[src/rtl/awb_gain_calc_pkg.sv]
// Shared types and constants for the gray-world auto-white-balance block.
//   state_e    : gain-computation FSM states
//   COE_GAIN_W : significant width of one gain (the multiplier uses 13 LSBs)
//   COE_UNITY  : unity gain for the default Q3.10 format
//   CH_R/G/B   : channel slot indices on the pixel and coefficient buses
package awb_pkg;

  typedef enum logic [1:0] {
    IDLE   = 2'd0,
    DIV_R  = 2'd1,
    DIV_B  = 2'd2,
    UPDATE = 2'd3
  } state_e;

  localparam int unsigned COE_GAIN_W = 13;
  localparam logic [COE_GAIN_W-1:0] COE_UNITY = 13'h400;

  localparam int unsigned CH_R = 0;
  localparam int unsigned CH_G = 1;
  localparam int unsigned CH_B = 2;

endpackage

[src/rtl/awb_gain_calc_if.sv]
// Pixel-tap and coefficient bus of the AWB gain generator.
//   di_i      : {B,G,R} pixel, PIXEL_WIDTH bits per component
//   de_i      : pixel valid
//   hs_i      : line sync (carried for bus uniformity)
//   vs_i      : frame sync, active-high
//   en_i      : 1 = apply computed gains, 0 = unity gains
//   coe_o     : {B,G,R} gains, COE_WIDTH bits per slot
//   coe_vld_o : one-cycle pulse when coe_o changes
//   busy_o    : gain computation in progress
// master = pixel source / gain consumer side, slave = awb_gain_calc.
interface awb_gain_calc_if #(
  parameter int unsigned PIXEL_WIDTH = 8,
  parameter int unsigned COE_WIDTH   = 16
);
  logic [PIXEL_WIDTH*3-1:0] di_i;
  logic                     de_i;
  logic                     hs_i;
  logic                     vs_i;
  logic                     en_i;
  logic [COE_WIDTH*3-1:0]   coe_o;
  logic                     coe_vld_o;
  logic                     busy_o;

  modport master (
    output di_i, de_i, hs_i, vs_i, en_i,
    input  coe_o, coe_vld_o, busy_o
  );

  modport slave (
    input  di_i, de_i, hs_i, vs_i, en_i,
    output coe_o, coe_vld_o, busy_o
  );
endinterface

[src/rtl/awb_gain_calc_div_seq.sv]
// awb_div_seq: sequential restoring divider, one quotient bit per clock.
//   clk, rst  : clock, asynchronous active-low reset
//   start     : load dividend/divisor and begin (accepted at any time)
//   dividend  : DVD_W-bit unsigned dividend
//   divisor   : DVS_W-bit unsigned divisor
//   done      : one-cycle flag, quotient valid
//   quotient  : DVD_W-bit quotient, held until the next start
// A zero divisor skips the iterations: quotient becomes ZERO_ZERO_Q when the
// dividend is also zero, otherwise ZERO_Q, and done follows one cycle later.
module awb_div_seq
  import awb_pkg::*;
#(
  parameter int unsigned           DVD_W       = 42,
  parameter int unsigned           DVS_W       = 32,
  parameter logic [DVD_W-1:0]      ZERO_ZERO_Q = '0,
  parameter logic [DVD_W-1:0]      ZERO_Q      = '1
) (
  input  logic             clk,
  input  logic             rst,
  input  logic             start,
  input  logic [DVD_W-1:0] dividend,
  input  logic [DVS_W-1:0] divisor,
  output logic             done,
  output logic [DVD_W-1:0] quotient
);

  localparam int unsigned CNT_W = $clog2(DVD_W + 1);

  logic [DVD_W-1:0] dvd_q, dvd_d;   // remaining dividend bits, quotient shifts in at LSB
  logic [DVS_W-1:0] rem_q, rem_d;
  logic [DVS_W-1:0] dvs_q, dvs_d;
  logic [CNT_W-1:0] cnt_q, cnt_d;
  logic             run_q, run_d;

  logic [DVS_W:0]   shifted;
  logic [DVS_W-1:0] diff;
  logic             ge;

  always_comb begin
    shifted = {rem_q, dvd_q[DVD_W-1]};
    ge      = (shifted >= {1'b0, dvs_q});
    // True difference is below the divisor when ge, so modular subtraction suffices.
    diff    = shifted[DVS_W-1:0] - dvs_q;

    dvd_d = dvd_q;
    rem_d = rem_q;
    dvs_d = dvs_q;
    cnt_d = cnt_q;
    run_d = run_q;

    if (start) begin
      dvs_d = divisor;
      rem_d = '0;
      run_d = 1'b1;
      if (divisor == '0) begin
        cnt_d = '0;
        dvd_d = (dividend == '0) ? ZERO_ZERO_Q : ZERO_Q;
      end else begin
        cnt_d = CNT_W'(DVD_W);
        dvd_d = dividend;
      end
    end else if (run_q) begin
      if (cnt_q == '0) begin
        run_d = 1'b0;
      end else begin
        cnt_d = cnt_q - 1'b1;
        if (ge) begin
          rem_d = diff;
          dvd_d = {dvd_q[DVD_W-2:0], 1'b1};
        end else begin
          rem_d = shifted[DVS_W-1:0];
          dvd_d = {dvd_q[DVD_W-2:0], 1'b0};
        end
      end
    end
  end

  always_ff @(posedge clk or negedge rst) begin
    if (!rst) begin
      dvd_q <= '0;
      rem_q <= '0;
      dvs_q <= '0;
      cnt_q <= '0;
      run_q <= 1'b0;
    end else begin
      dvd_q <= dvd_d;
      rem_q <= rem_d;
      dvs_q <= dvs_d;
      cnt_q <= cnt_d;
      run_q <= run_d;
    end
  end

  assign done     = run_q && (cnt_q == '0);
  assign quotient = dvd_q;

endmodule

[src/rtl/awb_gain_calc.sv]
// awb_gain_calc: gray-world auto-white-balance gain generator.
// Observes the RGB stream, accumulates per-channel sums over a frame and, at
// each vs rising edge, computes R and B gains (G/R, G/B in Q3.10) that are
// applied to coe_o once per frame. G gain is fixed at unity.
//   clk : pixel clock
//   rst : asynchronous reset, active-low
//   bus : awb_gain_calc_if.slave (di_i, de_i, hs_i, vs_i, en_i -> coe_o,
//         coe_vld_o, busy_o)
// Build option: define AWB_GAIN_IIR_EN to low-pass the gains across frames
// (coe = old + ((q - old) >>> IIR_SHIFT), clamped to [0, COE_MAX]).
module awb_gain_calc
  import awb_pkg::*;
#(
  parameter int unsigned            PIXEL_WIDTH        = 8,
  parameter int unsigned            COE_WIDTH          = 16,
  parameter int unsigned            COE_FRACTION_WIDTH = 10,
  parameter int unsigned            SUM_WIDTH          = 32,
  parameter logic [COE_GAIN_W-1:0]  COE_MAX            = 13'h1FFF,
  parameter int unsigned            IIR_SHIFT          = 2
) (
  input logic            clk,
  input logic            rst,
  awb_gain_calc_if.slave bus
);

  localparam int unsigned GW    = COE_GAIN_W;
  localparam int unsigned DVD_W = SUM_WIDTH + COE_FRACTION_WIDTH;
  localparam logic [GW-1:0] UNITY = GW'(1 << COE_FRACTION_WIDTH);

  state_e state_q, state_d;

  logic                      vs_q, vs_d;
  logic [2:0][SUM_WIDTH-1:0] sum_q, sum_d;
  logic [SUM_WIDTH-1:0]      snap_g_q, snap_g_d;
  logic [SUM_WIDTH-1:0]      snap_b_q, snap_b_d;
  logic [GW-1:0]             gain_r_q, gain_r_d;
  logic [GW-1:0]             gain_b_q, gain_b_d;
  logic [GW-1:0]             coe_r_q, coe_r_d;
  logic [GW-1:0]             coe_b_q, coe_b_d;
  logic                      coe_vld_q, coe_vld_d;

  logic                      edge_det;
  logic                      div_start;
  logic                      div_done;
  logic [DVD_W-1:0]          div_dividend;
  logic [SUM_WIDTH-1:0]      div_divisor;
  logic [DVD_W-1:0]          div_quotient;

  logic                      unused_hs;
  assign unused_hs = bus.hs_i;

  function automatic logic [SUM_WIDTH-1:0] sat_add(input logic [SUM_WIDTH-1:0]   a,
                                                   input logic [PIXEL_WIDTH-1:0] b);
    logic [SUM_WIDTH:0] s;
    s = {1'b0, a} + (SUM_WIDTH + 1)'(b);
    return s[SUM_WIDTH] ? '1 : s[SUM_WIDTH-1:0];
  endfunction

  function automatic logic [GW-1:0] clamp_q(input logic [DVD_W-1:0] q);
    return (q > DVD_W'(COE_MAX)) ? COE_MAX : q[GW-1:0];
  endfunction

`ifdef AWB_GAIN_IIR_EN
  function automatic logic [GW-1:0] blend(input logic [GW-1:0] old_g,
                                          input logic [GW-1:0] new_g);
    logic signed [GW+1:0] diff;
    logic signed [GW+1:0] acc;
    diff = $signed({2'b00, new_g}) - $signed({2'b00, old_g});
    acc  = $signed({2'b00, old_g}) + (diff >>> IIR_SHIFT);
    if (acc < 0)                              return '0;
    else if (acc > $signed({2'b00, COE_MAX})) return COE_MAX;
    else                                      return acc[GW-1:0];
  endfunction
`else
  localparam int unsigned unused_iir_shift = IIR_SHIFT;
`endif

  assign edge_det = bus.vs_i & ~vs_q;

  awb_div_seq #(
    .DVD_W       (DVD_W),
    .DVS_W       (SUM_WIDTH),
    .ZERO_ZERO_Q (DVD_W'(UNITY)),
    .ZERO_Q      (DVD_W'(COE_MAX))
  ) u_div (
    .clk      (clk),
    .rst      (rst),
    .start    (div_start),
    .dividend (div_dividend),
    .divisor  (div_divisor),
    .done     (div_done),
    .quotient (div_quotient)
  );

  // State register
  always_ff @(posedge clk or negedge rst) begin
    if (!rst) state_q <= IDLE;
    else      state_q <= state_d;
  end

  // Next-state logic
  always_comb begin
    state_d = state_q;
    unique case (state_q)
      IDLE:    if (edge_det) state_d = DIV_R;
      DIV_R:   if (div_done) state_d = DIV_B;
      DIV_B:   if (div_done) state_d = UPDATE;
      UPDATE:  state_d = IDLE;
      default: state_d = IDLE;
    endcase
  end

  // FSM outputs. The R divide is launched straight from the live sums on the
  // edge (the divider latches them); the B divide chains off the R done using
  // the snapshot, so the two divides run back to back.
  always_comb begin
    bus.busy_o   = (state_q != IDLE);
    div_start    = 1'b0;
    div_dividend = {sum_q[CH_G], {COE_FRACTION_WIDTH{1'b0}}};
    div_divisor  = sum_q[CH_R];
    unique case (state_q)
      IDLE:  div_start = edge_det;
      DIV_R: begin
        div_start    = div_done;
        div_dividend = {snap_g_q, {COE_FRACTION_WIDTH{1'b0}}};
        div_divisor  = snap_b_q;
      end
      default: ;
    endcase
  end

  // Datapath next values
  always_comb begin
    vs_d      = bus.vs_i;
    sum_d     = sum_q;
    snap_g_d  = snap_g_q;
    snap_b_d  = snap_b_q;
    gain_r_d  = gain_r_q;
    gain_b_d  = gain_b_q;
    coe_r_d   = coe_r_q;
    coe_b_d   = coe_b_q;
    coe_vld_d = (state_q == UPDATE);

    // The edge clears all sums; a pixel in the edge cycle opens the new frame.
    for (int unsigned ch = 0; ch < 3; ch++) begin
      if (edge_det)
        sum_d[ch] = bus.de_i ? SUM_WIDTH'(bus.di_i[ch*PIXEL_WIDTH +: PIXEL_WIDTH]) : '0;
      else if (bus.de_i)
        sum_d[ch] = sat_add(sum_q[ch], bus.di_i[ch*PIXEL_WIDTH +: PIXEL_WIDTH]);
    end

    if (state_q == IDLE && edge_det) begin
      snap_g_d = sum_q[CH_G];
      snap_b_d = sum_q[CH_B];
    end

    if (state_q == DIV_R && div_done) gain_r_d = clamp_q(div_quotient);
    if (state_q == DIV_B && div_done) gain_b_d = clamp_q(div_quotient);

    if (state_q == UPDATE) begin
      if (!bus.en_i) begin
        coe_r_d = UNITY;
        coe_b_d = UNITY;
      end else begin
`ifdef AWB_GAIN_IIR_EN
        coe_r_d = blend(coe_r_q, gain_r_q);
        coe_b_d = blend(coe_b_q, gain_b_q);
`else
        coe_r_d = gain_r_q;
        coe_b_d = gain_b_q;
`endif
      end
    end
  end

  always_ff @(posedge clk or negedge rst) begin
    if (!rst) begin
      vs_q      <= 1'b0;
      sum_q     <= '0;
      snap_g_q  <= '0;
      snap_b_q  <= '0;
      gain_r_q  <= UNITY;
      gain_b_q  <= UNITY;
      coe_r_q   <= UNITY;
      coe_b_q   <= UNITY;
      coe_vld_q <= 1'b0;
    end else begin
      vs_q      <= vs_d;
      sum_q     <= sum_d;
      snap_g_q  <= snap_g_d;
      snap_b_q  <= snap_b_d;
      gain_r_q  <= gain_r_d;
      gain_b_q  <= gain_b_d;
      coe_r_q   <= coe_r_d;
      coe_b_q   <= coe_b_d;
      coe_vld_q <= coe_vld_d;
    end
  end

  always_comb begin
    bus.coe_o = '0;
    bus.coe_o[CH_R*COE_WIDTH +: GW] = coe_r_q;
    bus.coe_o[CH_G*COE_WIDTH +: GW] = UNITY;
    bus.coe_o[CH_B*COE_WIDTH +: GW] = coe_b_q;
  end

  assign bus.coe_vld_o = coe_vld_q;

endmodule

[src/flat_wrapper.sv]
// flat-port wrapper written by rule: the top's interface ports become plain ports
module awb_gain_calc_flat import awb_pkg::*;
#(
  parameter int unsigned            PIXEL_WIDTH        = 8,
  parameter int unsigned            COE_WIDTH          = 16,
  parameter int unsigned            COE_FRACTION_WIDTH = 10,
  parameter int unsigned            SUM_WIDTH          = 32,
  parameter logic [COE_GAIN_W-1:0]  COE_MAX            = 13'h1FFF,
  parameter int unsigned            IIR_SHIFT          = 2
)
  (clk, rst, bus_di_i, bus_de_i, bus_hs_i, bus_vs_i, bus_en_i, bus_coe_o, bus_coe_vld_o, bus_busy_o);
  awb_gain_calc_if #(.PIXEL_WIDTH(PIXEL_WIDTH), .COE_WIDTH(COE_WIDTH)) bus_i ();
  input logic clk;
  input logic rst;
  input wire logic [$bits(bus_i.di_i)-1:0] bus_di_i;
  input wire logic [$bits(bus_i.de_i)-1:0] bus_de_i;
  input wire logic [$bits(bus_i.hs_i)-1:0] bus_hs_i;
  input wire logic [$bits(bus_i.vs_i)-1:0] bus_vs_i;
  input wire logic [$bits(bus_i.en_i)-1:0] bus_en_i;
  output wire logic [$bits(bus_i.coe_o)-1:0] bus_coe_o;
  output wire logic [$bits(bus_i.coe_vld_o)-1:0] bus_coe_vld_o;
  output wire logic [$bits(bus_i.busy_o)-1:0] bus_busy_o;
  assign bus_i.di_i = bus_di_i;
  assign bus_i.de_i = bus_de_i;
  assign bus_i.hs_i = bus_hs_i;
  assign bus_i.vs_i = bus_vs_i;
  assign bus_i.en_i = bus_en_i;
  assign bus_coe_o = bus_i.coe_o;
  assign bus_coe_vld_o = bus_i.coe_vld_o;
  assign bus_busy_o = bus_i.busy_o;
  awb_gain_calc #(.PIXEL_WIDTH(PIXEL_WIDTH), .COE_WIDTH(COE_WIDTH), .COE_FRACTION_WIDTH(COE_FRACTION_WIDTH), .SUM_WIDTH(SUM_WIDTH), .COE_MAX(COE_MAX), .IIR_SHIFT(IIR_SHIFT)) u_core (.clk(clk), .rst(rst), .bus(bus_i));
endmodule
[config.mk]
export PLATFORM = sky130hd
export DESIGN_NAME = awb_gain_calc_flat
export DESIGN_NICKNAME = d
export VERILOG_FILES = /design/src/rtl/awb_gain_calc_pkg.sv /design/src/rtl/awb_gain_calc_if.sv /design/src/rtl/awb_gain_calc_div_seq.sv /design/src/rtl/awb_gain_calc.sv /design/src/flat_wrapper.sv
export SDC_FILE = /design/constraint.sdc
export NUM_CORES = 1
export LEC_CHECK = 0
export CAP_MARGIN = 20
export CORE_MARGIN = 8
export CORE_UTILIZATION = 24
export CTS_BUF_LIST = sky130_fd_sc_hd__clkbuf_2
export CTS_CLUSTER_SIZE = 24
export DETAILED_ROUTE_END_ITERATION = 6
export GPL_TIMING_DRIVEN = 0
export PLACE_DENSITY = 0.48
export SLEW_MARGIN = 15
export SYNTH_ARGS = -nofsm -noshare
export SYNTH_HDL_FRONTEND = slang
export SYNTH_SLANG_ARGS = --single-unit
export TNS_END_PERCENT = 100
[constraint.sdc]
create_clock -name clk -period 3.5 [get_ports clk]
set_clock_uncertainty 0.2 [all_clocks]
set_input_delay 0.875 -clock clk [delete_from_list [all_inputs] [get_ports clk]]
set_output_delay 0.875 -clock clk [all_outputs]
set_load 0.01 [all_outputs]
==> results.md, run 1 <==
* GRT overflow at 0
* Die Height at 289 um
* TNS Setup at 0 ns
* Area growth syn-to-layout at 18.1%
* Synth Area in Adders at 0.0470
* DR vias at 15100
* Final worst-path cycle share at 0.986
* Max Cap Violations at 0
* Mapped Area at 0.0179 sq mm
* Vias in the first global route at 15300
* Setup violations, final at 0
* Cell variety after synth at 74
* Clock Pin Slew Worst Setup and Hold Paths at 0.10 ns
* Most frequent cell after synthesis: dfrtp_1
* Die W at 289 um
* ANT nets after route at 0
* Most area-hungry cell type in the Yosys netlist: dfrtp_1
* Peak VDD IR at 0.258 mV
* GP Congestion at 0.870
* Place WS at -1.13 ns
* Largest family of logic cells by synthesized area: compound AO/OA/AOI/OAI gates
* Fmax at 0.290 GHz
* Die area at 0.0837 sq mm
* Setup slack after layout at 0.0489 ns
* Drt first pass iters at 5
* Worst-Skew Late Latency at 1.11 ns
* GR Util All Layers at 0.132
* Non-filler instance count after layout at 3098
* CP arrival at 4.19 ns
* Minimum clock period at 3.45 ns
* Final WL at 55800 um
* Num CTS Buffers at 91
* Core area at 0.0742 sq mm
* Post-synthesis mux area share at 0.0839
* Leakage at 0.00928 uW
* Clock tree root driver cell: clkbuf_2
* Critical path data required time at 4.24 ns
* Share of Yosys cell area claimed by the top area cell type at 0.453
* Post-Synthesis Cells at 1879
* Unrepaired setup endpoints after global routing: yes
* Slew Viols, Final at 0
* CP Max Fanout at 10
* TritonCTS clock tree: yes
* Drt via density at 4.89
* Std-Cell Rows at 100
* Xor and xnor area share after synthesis at 0.0220
* Post-synth ARST share at 1.00
* Final Power at 16800 uW
* Post-synthesis simple-gate area fraction at 0.149
* Seq/Total Area, Yosys at 0.459
* Post-synth EDFFs at 0
* Largest net degree at the start of global routing at 91
* DR WL/cell at 18.0 um
* First-pass GRT wire length at 87800 um
* Clock buffer depth at 3
* Nets at 2152
* Relative slew slack at 0.389
* Synth cell count leaders: dfrtp_1 (325), o21ai_0 (200), nand2_1 (174), nor2_1 (108)
* Compound-cell area share of the yosys netlist at 0.188
* DR iter-0 viols at 969
* Yosys reg bits at 329
* Final hold vios at 0
* Critical path class: in2reg
* Initial Utilization at 0.242
* Initial antenna violation count at 2
* Main synth FF type: dfrtp_1
* Synth Warn # at 0
* Startpoint class of the critical path: input port
* # placed instances at 2927
* I/O pin count at 80
* # port buffers at 55
* Drc violations at 0
* Worst Max-Slew Pin Slew at 0.916 ns
* Fillcell total at 7909
* Synth area leaders: dfrtp_1 (45%), o21ai_0 (5.6%), ha_1 (4.3%)
* CP Capture Type: flop
* Post-DP HPWL at 41700 um
* Outcome: finished clean
* Htree depth at 3
* Clock sinks at 329
* Pwr dens at 796 mW/mm^2
* Layout cells sized above 1 at 0.155
* Hold WC Path Type: in2async
* Final Hold Slack at 0.187 ns
* Mean Syn Cell Area at 9.54 sq um
-- worst max-delay path: stages --
cell and delay [ns]:
dlygate4sd3_1 0.54, clkdlybuf4s50_1 0.49, nor2b_1 0.21, nand2_1 0.24
clkbuf_1 0.72, clkbuf_1 0.70, mux2_2 0.41
-- routing by layer --
| layer | global-route usage | part of all wire | vias to the layer above |
|---|---|---|---|
| met3 | 0.0289 | 0.052 | 111 |
| met2 | 0.203 | 0.44 | 403 |
| met4 | 0.0433 | 0.028 | 0 |
| met5 | 0 | 0 | - |
| li1 | - | - | 7219 |
| met1 | 0.183 | 0.48 | 7416 |
-- where the power goes --
part	total, uW	switching, uW	internal (uW)
clock	2940	1720	1220
combinational	8320	4820	3510
sequential	5590	816	4770
total	16800	7350	9500
-- path summary, 6_finish.rpt --
| path | end | start | slack (ns) | depth (start not counted) |
|---|---|---|---|---|
| max | u_core.snap_b_q[2] | bus_vs_i | 0.05 | 7 |
| min | u_core.coe_r_q[12] | rst | 0.19 | 2 |
| max reg2reg | u_core.u_div.quotient[12] | u_core.state_q[1] | 0.14 | 10 |
| min reg2reg | u_core.u_div.dvs_q[10] | u_core.u_div.dvs_q[10] | 0.29 | 2 |
| max in group asynchronous | u_core.sum_q[3] | rst | 1.56 | 4 |
| min in group clk | u_core.sum_q[4] | bus_di_i[4] | 0.28 | 3 |
-- logic make-up after synthesis --
kind of cell | count (synthesis)
multiplexers | 142
other | 2
flip-flops | 329
buffers and inverters | 216
adder cells (fa/ha/maj) | 65
XOR/XNOR | 45
AND/OR/NAND/NOR | 549
AO/OA/AOI/OAI | 531
-- flip-flops by register name (all words and copies together) (netlist names) --
signal                 count
u_core.u_div.dvs_q        32
u_core.snap_b_q           32
u_core.gain_r_q           13
u_core.coe_r_q            13
u_core.u_div.quotient     42
u_core.gain_b_q           13
u_core.bus.coe_vld_o       1
u_core.snap_g_q           32
u_core.coe_b_q            13
u_core.u_div.rem_q        32
u_core.u_div.run_q         1
u_core.sum_q              96
u_core.state_q             2
u_core.vs_q                1
u_core.u_div.cnt_q         6
-- final cells by class --
class | instances | area (sq um) | area share
flip-flops and latches | 329 | 8240 | 0.389
clock buffers | 141 | 706 | 0.0333
inverters | 88 | 330 | 0.0156
diodes | 5 | 12.5 | 0.000591
plain buffers | 123 | 626 | 0.0295
clock inverters | 19 | 146 | 0.00691
well taps | 969 | 1210 | 0.0572
repair buffers | 70 | 734 | 0.0347
multi-input cells | 1354 | 9170 | 0.433
-- what timing repair did --
action	CTS	global route
endpoints found under the hold margin	85	0
buffers inserted	5	3
setup endpoints to repair	102	99
hold buffers	3	0
pin swaps	1	5
gates resized for setup	36	47
-- layout by cell type, fill, tap and decap left out, types with 17 or more instances in the layout --
master | netlist | routed
and3_1 | 30 | 30
a211oi_1 | 31 | 29
a21o_1 | 25 | 25
nand3_1 | 88 | 86
inv_1 | 88 | 88
a311oi_1 | 18 | 17
clkbuf_2 | 0 | 145
xnor2_1 | 22 | 22
dfrtp_1 | 325 | 325
buf_4 | 25 | 36
a22oi_1 | 32 | 32
mux2_2 | 67 | 67
a21oi_1 | 88 | 86
clkbuf_1 | 87 | 74
nand4_1 | 22 | 22
nor3_1 | 29 | 27
o211ai_1 | 24 | 24
ha_1 | 61 | 59
a31oi_1 | 22 | 20
nor2_1 | 108 | 107
xor2_1 | 23 | 23
clkdlybuf4s50_1 | 0 | 53
nor4_1 | 21 | 19
o21ai_0 | 200 | 197
conb_1 | 2 | 22
nand2_1 | 174 | 174
mux2i_1 | 75 | 61
-- through the flow --
step            util  instance area, sq um
6_report       0.285                 21200
5_1_grt        0.285                 21200
4_1_cts        0.282                 20900
3_5_place_dp   0.268                 19900
3_3_place_gp   0.267                 19800
2_1_floorplan      -                 18000
Note: power is estimated with default switching activity, not from simulation.
==> run 2, diff against run 1 <==
- CORE_MARGIN: 8 -> 2
- CORE_UTILIZATION: 24 -> 59
- PLACE_DENSITY: 0.48 -> 0.87
- SKIP_CTS_REPAIR_TIMING: not set -> 1
==> run 2 against run 1 <==
Routed wire length is 14% lower. Clock power is 12% lower. Critical path depth is 4 higher. Combinational power is 4.0% lower. Via count is 2.8% higher. Clock-buffer cell count is 24 lower. Critical endpoint is now u_core.u_div.quotient[4]. Highest routed layer unchanged.
==> results.md, run 2 (same netlist as run 1, synthesis figures left out) <==
* ANT nets after route at 0 (unchanged)
* # port buffers at 55 (unchanged)
* Nets at 2140 (was 2152)
* Initial antenna violation count at 1 (was 2)
* CP Capture Type: flop (unchanged)
* TritonCTS clock tree: yes (unchanged)
* Top reg by flops: u_core.sum_q (unchanged)
* Layout cells sized above 1 at 0.139 (was 0.155)
* # placed instances at 2348 (was 2927)
* I/O pin count at 80 (unchanged)
* Drc violations at 0 (unchanged)
* Slew Viols, Final at 0 (unchanged)
* Critical path class: reg2reg (was in2reg)
* Clock Pin Slew Worst Setup and Hold Paths at 0.11 ns (was 0.10 ns)
* DR WL/cell at 19.2 um (was 18.0 um)
* DR vias at 15600 (was 15100)
* Core area at 0.0298 sq mm (was 0.0742 sq mm)
* Final hold vios at 0 (unchanged)
* Leakage at 0.00913 uW (was 0.00928 uW)
* Commonest non-fill, non-tap cell in the layout: dfrtp_1 (unchanged)
* Final Util at 0.676 (was 0.285)
* Clock sinks at 329 (unchanged)
* Worst Max-Slew Pin Slew at 0.865 ns (was 0.916 ns)
* Area growth syn-to-layout at 12.3% (was 18.1%)
* Outcome: finished clean (unchanged)
* Pwr dens at 801 mW/mm^2 (was 796 mW/mm^2)
* Vias in the first global route at 15100 (was 15300)
* Peak VDD IR at 0.387 mV (was 0.258 mV)
* Die Height at 178 um (was 289 um)
* Max Cap Violations at 0 (unchanged)
* Clock tree root driver cell: clkbuf_2 (unchanged)
* Max reg flops at 96 (unchanged)
* GP Congestion at 0.967 (was 0.870)
* Die area at 0.0318 sq mm (was 0.0837 sq mm)
* CP arrival at 4.00 ns (was 4.19 ns)
* Std-Cell Rows at 63 (was 100)
* Final worst-path cycle share at 0.973 (was 0.986)
* Non-filler instance count after layout at 2503 (was 3098)
* Drt first pass iters at 6 (was 5)
* GRT overflow at 0 (unchanged)
* Minimum clock period at 3.40 ns (was 3.45 ns)
* Initial Utilization at 0.602 (was 0.242)
* Drt via density at 6.22 (was 4.89)
* First-pass GRT wire length at 76200 um (was 87800 um)
* Worst reg-to-reg path cell count at 11 (was 10)
* Fmax at 0.294 GHz (was 0.290 GHz)
* Startpoint class of the critical path: flop (was input port)
* Hold WC Path Type: in2reg (was in2async)
* CP Max Fanout at 10 (unchanged)
* Post-DP HPWL at 34900 um (was 41700 um)
* Largest net degree at the start of global routing at 113 (was 91)
* Commonest non-fill, non-tap cells in the layout: dfrtp_1 (325), o21ai_0 (197), nand2_1 (174), clkbuf_2 (121), nor2_1 (107) (was dfrtp_1 (325), o21ai_0 (197), nand2_1 (174), clkbuf_2 (145), nor2_1 (107))
* GR Util All Layers at 0.304 (was 0.132)
* Worst-Skew Late Latency at 0.97 ns (was 1.11 ns)
* Htree depth at 3 (unchanged)
* Die W at 178 um (was 289 um)
* Final WL at 48100 um (was 55800 um)
* Clock buffer depth at 3 (unchanged)
* TNS Setup at 0 ns (unchanged)
* WHS Path Cells at 3
* Num CTS Buffers at 83 (was 91)
* DR iter-0 viols at 1316 (was 969)
* Setup violations, final at 0 (unchanged)
* Relative slew slack at 0.422 (was 0.389)
* Critical path data required time at 4.10 ns (was 4.24 ns)
run 2: critical path: stages (launching register included):
cell      delay, ns
dfrtp_1        0.41
inv_1          0.11
ha_1           0.23
clkbuf_4       0.26
buf_4          0.25
buf_2          0.30
mux2i_1        0.38
nand4_1        0.18
nor4_2         0.28
a21boi_1       0.18
clkbuf_2       0.21
a221o_1        0.29
run 2: layout make-up:
| class | count | area [sq um] |
|---|---|---|
| clock buffers | 117 | 586 |
| repair buffers | 62 | 673 |
| multi-input cells | 1355 | 9050 |
| plain buffers | 126 | 613 |
| inverters | 88 | 330 |
| diodes | 1 | 2.50 |
| flip-flops and latches | 329 | 8240 |
| well taps | 390 | 488 |
| clock inverters | 35 | 160 |
| fillers | 2290 | 9660 |
run 2: path summary, 6_finish.rpt:
path / startpoint / end / slack, ns
min reg2reg: u_core.gain_r_q[10] / u_core.coe_r_q[10] / 0.24
min in group asynchronous: rst / u_core.sum_q[88] / 0.26
min: bus_en_i / u_core.coe_r_q[5] / 0.09
max reg2reg: u_core.state_q[1] / u_core.u_div.quotient[4] / 0.1
max: u_core.state_q[1] / u_core.u_div.quotient[4] / 0.1
max in group asynchronous: rst / u_core.gain_b_q[7] / 1.81
run 2: routing by layer:
metal,routed length [um],share of wire,track usage
met4,1790,0.037,0.143
met3,3790,0.079,0.0550
met2,22500,0.47,0.487
met1,20100,0.42,0.402
met5,0,0,0
run 2: metrics by stage:
step / instance area (sq um) / hold WS [ns] / setup WS (ns) / total power [uW]
global route: 20100 / 0.0837 / -0.0367 / 17300
finish: 20100 / 0.0903 / 0.0958 / 16100
CTS: 19900 / -0.376 / -0.610 / 15700
global placement: 19100 / 0.264 / -12.28 / 12800
detailed placement: 19200 / 0.273 / -1.06 / 13200
floorplan: 18000 / 0.250 / 0.0162 / 11000
run 2: where the power goes:
group	switching [uW]	leakage (uW)	internal (uW)	total (uW)
logic	4660	0.00421	3340	7990
clock network	1650	0.000550	924	2580
registers	798	0.00437	4770	5570
==> run 3, diff against run 2 <==
- GPL_ROUTABILITY_DRIVEN: not set -> 0
- clock period: 3.5 -> 3.78 ns (I/O delays scaled with it)
==> run 3 against run 2 <==
Largest power group unchanged. Worst setup slack got worse by 0.0028 ns. Sequential power decreased by 7.2%. Utilization decreased by 0.52 points. Worst hold slack improved by 0.13 ns.
==> results.md, run 3 (same netlist as run 1, synthesis figures left out) <==
* Nets at 2139 (was 2140)
* Layout cells sized above 1 at 0.128 (was 0.139)
* I/O pin count at 80 (unchanged)
* DR iter-0 viols at 1665 (was 1316)
* CP arrival at 4.20 ns (was 4.00 ns)
* Hold path start: bus_en_i (unchanged)
* Max incr delay on CP at 0.48 ns (was 0.41 ns)
* WHS Path Cells at 3 (unchanged)
* Post-DP HPWL at 34500 um (was 34900 um)
* Final Util at 0.671 (was 0.676)
* Core area at 0.0298 sq mm (unchanged)
* Outcome: finished clean (unchanged)
* TritonCTS clock tree: yes (unchanged)
* Vias in the first global route at 15300 (was 15100)
* Drt first pass iters at 6 (unchanged)
* Clock buffer depth at 3 (unchanged)
* Commonest non-fill, non-tap cells in the layout: dfrtp_1 (325), o21ai_0 (200), nand2_1 (174), clkbuf_2 (126), nor2_1 (108) (was dfrtp_1 (325), o21ai_0 (197), nand2_1 (174), clkbuf_2 (121), nor2_1 (107))
* Hold Path Sink: u_core.coe_r_q[3] (was u_core.coe_r_q[5])
* Clock Pin Slew Worst Setup and Hold Paths at 0.12 ns (was 0.11 ns)
* Die Height at 178 um (unchanged)
* Drc violations at 0 (unchanged)
* Die W at 178 um (unchanged)
* Std-Cell Rows at 63 (unchanged)
* Startpoint class of the critical path: input port (was flop)
* Reg2Reg Launch Point: u_core.sum_q[0] (was u_core.state_q[1])
* DR WL/cell at 19.0 um (was 19.2 um)
* CP Max Fanout at 10 (unchanged)
* Htree depth at 3 (unchanged)
* Minimum clock period at 3.69 ns
* Worst-Skew Late Latency at 0.91 ns (was 0.97 ns)
* Place WS at -1.19 ns (was -1.06 ns)
* Commonest non-fill, non-tap cell in the layout: dfrtp_1 (unchanged)
* # placed instances at 2347 (was 2348)
* Cell Chain, Critical Path: clkdlybuf4s50_1 > ha_1 > fa_1 > a21o_1 > a21oi_1 > o21bai_1 > a21oi_1 > o21ai_0 > nand3_1 > clkbuf_1 > nand3_1 > o211ai_1 > o21ai_0 (was inv_1 > ha_1 > clkbuf_4 > buf_4 > buf_2 > mux2i_1 > nand4_1 > nor4_2 > a21boi_1 > clkbuf_2 > a221o_1)
* Fillcell total at 2308 (was 2290)
* Area growth syn-to-layout at 11.4% (was 12.3%)
* Initial antenna violation count at 1 (unchanged)
* CP Capture Type: flop (unchanged)
* Final worst-path cycle share at 0.975
* Relative slew slack at 0.433 (was 0.422)
* Drt via density at 6.32 (was 6.22)
* RR Endpoint: u_core.sum_q[6] (was u_core.u_div.quotient[4])
* Max Cap Violations at 0 (unchanged)
* Max reg flops at 96 (unchanged)
* Crit-path slowest cell: clkbuf_1 (was dfrtp_1)
* Leakage at 0.00912 uW (was 0.00913 uW)
* Setup violations, final at 0 (unchanged)
* GRT overflow at 0 (unchanged)
* Num CTS Buffers at 83 (unchanged)
* Final hold vios at 0 (unchanged)
* Largest net degree at the start of global routing at 109 (was 113)
* GR Util All Layers at 0.301 (was 0.304)
* Worst Max-Slew Pin Slew at 0.848 ns (was 0.865 ns)
* Pwr dens at 739 mW/mm^2 (was 801 mW/mm^2)
* Clock sinks at 329 (unchanged)
* DR vias at 15800 (was 15600)
* Die area at 0.0318 sq mm (unchanged)
* Final WL at 47500 um (was 48100 um)
* Non-filler instance count after layout at 2499 (was 2503)
* Setup slack after layout at 0.0930 ns (was 0.0958 ns)
* Clock tree root driver cell: clkbuf_2 (unchanged)
* Unrepaired setup endpoints after global routing: no
* First-pass GRT wire length at 76300 um (was 76200 um)
* FF-to-FF setup slack at 0.12 ns (was 0.1 ns)
* Peak VDD IR at 0.340 mV (was 0.387 mV)
* Critical path data required time at 4.29 ns (was 4.10 ns)
* Initial Utilization at 0.602 (unchanged)
* Top reg by flops: u_core.sum_q (unchanged)
* Fmax at 0.271 GHz
* # port buffers at 55 (unchanged)
* Worst reg-to-reg path cell count at 12 (was 11)
* Hold WC Path Type: in2reg (unchanged)
* Slew Viols, Final at 0 (unchanged)
* ANT nets after route at 0 (unchanged)
* Critical path class: in2reg (was reg2reg)
==> run 3: worst max-delay path by stage <==
stage / startpoint / end / cells after the start
after global routing: bus_di_i[16] / u_core.sum_q[69] / 13
after detailed placement: bus_di_i[16] / u_core.sum_q[89] / 13
after global placement: rst / u_core.coe_r_q[6] / 1
after floorplan: bus_di_i[16] / u_core.sum_q[87] / 12
final: bus_di_i[0] / u_core.sum_q[6] / 13
after CTS: bus_di_i[16] / u_core.sum_q[89] / 13
==> run 3: worst max-delay path, delay by kind of cell <==
kind	cells	cell delay (ns)
buf+inv	2	0.94
simple gates	2	0.34
fa+ha+maj	2	0.67
compound gates	7	1.31
==> run 3: report_power, final <==
group	internal [uW]	total [uW]	switching [uW]
Combinational	2980	7150	4170
Clock	939	2450	1520
Sequential	4420	5170	753
Total	8340	14800	6440
==> run 3: cell type report <==
cell class,count,area (sq um),area share
multi-input combinational,1354,8900,0.445
sequential,329,8240,0.412
timing repair buffer,60,653,0.0327
buffer,128,601,0.0301
clock buffer,119,596,0.0298
tap,390,488,0.0244
inverter,88,330,0.0165
clock inverter,30,179,0.00895
antenna,1,2.50,0.000125
==> run 3: per-layer routing <==
| layer | track usage | part of all wire | wire (um) |
|---|---|---|---|
| met5 | 0 | 0 | 0 |
| met1 | 0.402 | 0.41 | 19400 |
| met2 | 0.480 | 0.46 | 22000 |
| met3 | 0.0578 | 0.089 | 4220 |
| met4 | 0.133 | 0.037 | 1770 |
==> run 3: stage by stage <==
step	setup TNS, ns	area [sq um]	power, uW	hold WS (ns)
2_1_floorplan	0	18000	10200	0.250
3_3_place_gp	-3996.80	19000	11800	0.264
3_5_place_dp	-64.02	19100	12100	0.274
4_1_cts	-4.27	19900	14600	-0.364
5_1_grt	0	20000	15800	0.223
6_report	0	20000	14800	0.220
